[src/rtl/seq_signed_divider.sv]
// Multi-cycle signed divider: one restoring-division step per clock on the
// operand magnitudes, then a sign correction. The quotient truncates toward zero
// and the remainder takes the sign of the dividend. Valid/ready handshakes are on
// both sides. A zero divisor spends one CALC cycle and then reports
// div_by_zero. The most-negative / -1 case wraps and reports overflow.
module seq_signed_divider #(
  parameter int N = 4
) (
  input  logic         clk,
  input  logic         rst_n,
  input  logic         in_valid,
  output logic         in_ready,
  input  logic [N-1:0] X,
  input  logic [N-1:0] Y,
  output logic         out_valid,
  input  logic         out_ready,
  output logic [N-1:0] Q,
  output logic [N-1:0] R,
  output logic         div_by_zero,
  output logic         overflow
);

  localparam int CW = (N > 2) ? $clog2(N) : 1;
  localparam logic [N-1:0] MOST_NEG = {1'b1, {(N-1){1'b0}}};

  typedef enum logic [1:0] {
    IDLE = 2'd0,
    CALC = 2'd1,
    DONE = 2'd2
  } state_e;

  state_e        state_q, state_d;

  // Division working registers. quo starts as |X| and is shifted out MSB-first
  // while quotient bits shift in at the LSB.
  logic [N-1:0]  quo_q, quo_d;
  logic [N-1:0]  rem_q, rem_d;
  logic [N-1:0]  dvs_q, dvs_d;
  logic [CW-1:0] cnt_q, cnt_d;
  logic          neg_quo_q, neg_quo_d;
  logic          neg_rem_q, neg_rem_d;
  logic          ovf_pend_q, ovf_pend_d;

  // Result registers, held stable through DONE.
  logic [N-1:0]  q_q, q_d;
  logic [N-1:0]  r_q, r_d;
  logic          dbz_q, dbz_d;
  logic          ovf_q, ovf_d;
  logic          ovld_q, ovld_d;

  logic [N-1:0]  abs_x, abs_y;
  logic [N:0]    shift_val, trial;
  logic [N-1:0]  quo_step, rem_step;

  // Operand magnitudes. |-2^(N-1)| = 2^(N-1) still fits in N unsigned bits.
  always_comb begin
    abs_x = X[N-1] ? -X : X;
    abs_y = Y[N-1] ? -Y : Y;
  end

  // One restoring step. The trial subtraction is N+1 bits wide, so its MSB
  // is the borrow, and the partial remainder can never overflow.
  always_comb begin
    shift_val = {rem_q, quo_q[N-1]};
    trial     = shift_val - {1'b0, dvs_q};
    if (!trial[N]) begin
      rem_step = trial[N-1:0];
      quo_step = {quo_q[N-2:0], 1'b1};
    end else begin
      rem_step = shift_val[N-1:0];
      quo_step = {quo_q[N-2:0], 1'b0};
    end
  end

  // State register.
  // NOTE: sequential state uses non-blocking assignments so every register
  // samples values from before the edge, regardless of statement order.
  always_ff @(posedge clk or negedge rst_n) begin
    if (!rst_n) state_q <= IDLE;
    else        state_q <= state_d;
  end

  // Next-state, datapath next values and handshake decode.
  // NOTE: every output of this block gets a default first, so no path leaves a
  // signal unassigned and no latch is inferred.
  always_comb begin
    state_d    = state_q;
    quo_d      = quo_q;
    rem_d      = rem_q;
    dvs_d      = dvs_q;
    cnt_d      = cnt_q;
    neg_quo_d  = neg_quo_q;
    neg_rem_d  = neg_rem_q;
    ovf_pend_d = ovf_pend_q;
    q_d        = q_q;
    r_d        = r_q;
    dbz_d      = dbz_q;
    ovf_d      = ovf_q;
    ovld_d     = ovld_q;
    in_ready   = (state_q == IDLE);

    unique case (state_q)
      IDLE: begin
        if (in_valid) begin
          quo_d      = abs_x;
          dvs_d      = abs_y;
          rem_d      = '0;
          cnt_d      = '0;
          neg_quo_d  = X[N-1] ^ Y[N-1];
          neg_rem_d  = X[N-1];
          ovf_pend_d = (X == MOST_NEG) && (Y == '1);
          state_d    = CALC;
        end
      end

      CALC: begin
        if (dvs_q == '0) begin
          // Zero divisor: report -1 and hand the dividend back as the remainder.
          // The dividend is rebuilt from its magnitude and sign.
          q_d     = '1;
          r_d     = neg_rem_q ? -quo_q : quo_q;
          dbz_d   = 1'b1;
          ovf_d   = 1'b0;
          ovld_d  = 1'b1;
          state_d = DONE;
        end else begin
          quo_d = quo_step;
          rem_d = rem_step;
          cnt_d = cnt_q + 1'b1;
          if (cnt_q == CW'(N - 1)) begin
            q_d     = neg_quo_q ? -quo_step : quo_step;
            r_d     = neg_rem_q ? -rem_step : rem_step;
            dbz_d   = 1'b0;
            ovf_d   = ovf_pend_q;
            ovld_d  = 1'b1;
            state_d = DONE;
          end
        end
      end

      DONE: begin
        if (out_ready) begin
          ovld_d  = 1'b0;
          state_d = IDLE;
        end
      end

      default: state_d = IDLE;
    endcase
  end

  // Datapath and result registers.
  // NOTE: these are plain flops, not a memory array, so every one of them is
  // cleared by reset. An aborted operation then leaves no stale result behind.
  always_ff @(posedge clk or negedge rst_n) begin
    if (!rst_n) begin
      quo_q      <= '0;
      rem_q      <= '0;
      dvs_q      <= '0;
      cnt_q      <= '0;
      neg_quo_q  <= 1'b0;
      neg_rem_q  <= 1'b0;
      ovf_pend_q <= 1'b0;
      q_q        <= '0;
      r_q        <= '0;
      dbz_q      <= 1'b0;
      ovf_q      <= 1'b0;
      ovld_q     <= 1'b0;
    end else begin
      quo_q      <= quo_d;
      rem_q      <= rem_d;
      dvs_q      <= dvs_d;
      cnt_q      <= cnt_d;
      neg_quo_q  <= neg_quo_d;
      neg_rem_q  <= neg_rem_d;
      ovf_pend_q <= ovf_pend_d;
      q_q        <= q_d;
      r_q        <= r_d;
      dbz_q      <= dbz_d;
      ovf_q      <= ovf_d;
      ovld_q     <= ovld_d;
    end
  end

  assign Q           = q_q;
  assign R           = r_q;
  assign div_by_zero = dbz_q;
  assign overflow    = ovf_q;
  assign out_valid   = ovld_q;

endmodule

[config.mk]
export PLATFORM = sky130hd
export DESIGN_NAME = seq_signed_divider
export DESIGN_NICKNAME = d
export VERILOG_FILES = /design/src/rtl/seq_signed_divider.sv
export SDC_FILE = /design/constraint.sdc
export NUM_CORES = 1
export LEC_CHECK = 0
export BUFFER_PORTS_ARGS = -buffer_cell sky130_fd_sc_hd__buf_2
export CORE_AREA = 2 2 70 72
export CTS_CLUSTER_DIAMETER = 100
export DETAILED_ROUTE_END_ITERATION = 10
export DIE_AREA = 0 0 72 74
export PLACE_DENSITY = 0.61
export SLEW_MARGIN = 20
export SYNTH_ARGS = -nofsm -noshare
export SYNTH_HDL_FRONTEND = slang
export SYNTH_SLANG_ARGS = --single-unit
[constraint.sdc]
create_clock -name clk -period 2.45 [get_ports clk]
set_input_delay 0.1225 -clock clk [delete_from_list [all_inputs] [get_ports clk]]
set_output_delay 0.1225 -clock clk [all_outputs]
set_load 0.005 [all_outputs]
==> reports/metrics.cfg <==
[synth]
synth_most_common_cell=dfrtp_1
yosys_warnings=0
synth-edff-count=0
ys_types=32
syn-num-nets=218
seq_area_frac_synth=0.419
synthTopCellsByArea=dfrtp_1, ha_1, o21ai_0
synth_seq_cells=30
synth_top_flop_cell=dfrtp_1
synth_top_area_frac=0.419
synth_area_um2=1790
synthCells=195
synthTopCellsByCount=dfrtp_1, nand2_1, o21ai_0, nor2_1, inv_1
async_flop_share=1.00
synth_top_cell_by_area=dfrtp_1
synth.avg_cell_area_um2=9.19

[worst_setup_path]
rrSetupSlack_ns=0.11
cp-startpoint=quo_q[3]
worstSetupPathType=reg2reg
reg2reg_to=R[3]
crit_slowest_cell=dfrtp_1
slowest_delay_ns=0.36
arrival_ns=2.50
end_kind=register
worst-r2r-cell-count=9
cp-start-kind=register
worstPathRequired_ns=2.61
cpLargestDelayFamily=adder cells
path_cells=inv_2 > ha_2 > fa_2 > nand2b_4 > a21oi_4 > xor2_4 > mux2i_2 > xnor2_1 > a221o_2
crit_path_end=R[3]
cp_max_fo=5
cp.buffers_inverters=1
cp_num_cells=9
rr_startpoint=quo_q[3]

[power_and_ir_drop]
power.share.combinational=0.623
p_clk_frac=0.112
ir_worst_vdd_mv=0.525
power_leakage_uw=0.00101
p_int_uw=1940
seq_power_share=0.265
switchingPower_uw=1490
p_per_area_nw_per_um2=1600
p_sw_frac=0.434
report.power.total_uw=3440

[global_route]
grt_max_degree=31
grt_use_total=0.168
grt-busiest-layer=met2
use_met2=0.279
grt_pass1_vias=1415
grt_util_met1=0.221
grt_pass1_wl_mm=6.78
grt_use_met3=0.0312
grt.overflow.total=0
antenna_found_initial=0

[timing]
grt_setup_unrepaired=no
finalHoldViolCount=0
setup_violations=0
slew_headroom=0.566
fin_crit_ns=2.34
fin_tns_setup_ns=0
final.period_utilization=0.955
maxSlewViolCount=0
tightestPinTransition_ns=0.651
fmax_mhz=428
fin_skew_ns=0.00409

[clock_tree]
cts.root.buffer_cell=clkbuf_8
cts_buffer_depth=2
worstSkewPairLatency_ns=0.28
clk_pin_slew_ns=0.06
numCtsBuffers=5
htree_levels=2
numClockSinks=30
tritoncts=yes

[floorplan]
pin_count=24
initial_core_util=0.390
rows=25
fp.dieArea_um2=5330
die_width_um=72
die_y_um=74
coreArea_um2=4600

[route]
drt_iter0_markers=120
viasPerCell=5.09
drc=0
drt_pass1_iterations=4
wire_per_inst_um=13.8
num_vias=1441
ant_nets=0
wl_mm=3.90

[job]
maxCapViolCount=0

[layout]
drive_gt1_frac=0.227
diodes=0
syn2layout_area_growth_pct=19.6
stdcell_area_um2=2140
layout.nets=253

[placement]
io_buffers=23
postPlaceCellArea_um2=2040
routabilityCongestion=0.845
place.detailed.hpwl_mm=2.98

[run_status]
status=finished, final reports clean

[hold_path]
min_path_type=in2reg

cell type report:
type                    instances  area [µm²]
flip-flops and latches         30         751
multi-input cells             144         981
fillers                       461        2460
repair buffers                 35         208
clock buffers                   6        82.6
well taps                      54        67.6
inverters                      14        52.6
worst reg2reg max path, cell delays in order, from the launching register on:
cell	delay, ns
dfrtp_1	0.36
inv_2	0.04
ha_2	0.18
fa_2	0.35
nand2b_4	0.16
a21oi_4	0.17
xor2_4	0.24
mux2i_2	0.28
xnor2_1	0.10
a221o_2	0.35
cell families (layout without fill, tap and decap cells):
kind of cell,after synthesis,count (layout),share of synthesized area
simple gates,64,64,0.168
compound gates,43,43,0.139
flops,30,30,0.419
buf+inv,21,55,0.0468
xor+xnor,15,15,0.0838
fa+ha+maj,11,11,0.0810
mux,11,11,0.0629
what timing repair did:
action                                  CTS  global route
endpoints found under the hold margin    30             0
setup buffers                             0             1
hold buffers                              1             0
gates resized for setup                   0             1
endpoints found under the setup margin    0             9
stage by stage:
stage | hold slack, ns | cells | worst slack, ns | util
6_report | 0.0578 | 283 | 0.111 | 0.466
5_1_grt | 0.0515 | 283 | 0.0171 | 0.466
4_1_cts | 0.0477 | 282 | 0.0192 | 0.463
3_5_place_dp | 0.203 | 275 | 0.0299 | 0.443
3_3_place_gp | 0.198 | 275 | 0.0822 | 0.443
2_1_floorplan | -0.173 | 195 | 0.000517 | -
power groups by stage:
stage / sequential [µW] / combinational (µW) / clock, µW
after floorplan: 885 / 1530 / 0
after global placement: 916 / 2090 / 0
after detailed placement: 922 / 2120 / 0
after CTS: 914 / 2140 / 400
after global routing: 951 / 2420 / 414
final: 910 / 2140 / 385
per-layer routing:
layer  share of wire  up-vias
li1                -      728
met4           0.017        0
met3           0.039        7
met2            0.46       36
met5               0        -
met1            0.49      670
cells in the final DEF, fill, tap and decap left out, drive strengths merged, types with 2 or more instances in the layout:
master	netlist	layout
nor2	15	15
a21oi	12	12
dfrtp	30	30
clkbuf	3	6
nand2b	6	6
mux2i	9	9
xnor2	10	10
nor4	2	2
mux2	2	2
buf	4	34
o31ai	3	3
nor2b	4	4
ha	10	10
a211oi	2	2
o21ai	21	21
nand2	26	26
o211ai	3	3
xor2	5	5
nand3	6	6
inv	14	14
flip-flops by register name, indices dropped and copies added (netlist names):
signal and count:
Q 4, R 4, cnt_q 2, div_by_zero 1, dvs_q 4, neg_quo_q 1
neg_rem_q 1, out_valid 1, overflow 1, ovf_pend_q 1, quo_q 4, rem_q 4
state_q 2
worst min path at each step:
stage,to,startpoint,cells after the start
2_1_floorplan,Q[0],rst_n,0
3_3_place_gp,Q[0],rst_n,1
4_1_cts,state_q[1],out_ready,2
5_1_grt,state_q[1],out_ready,2
6_report,state_q[1],out_ready,2
3_5_place_dp,Q[0],rst_n,1
(Power assumes the default switching activity.)
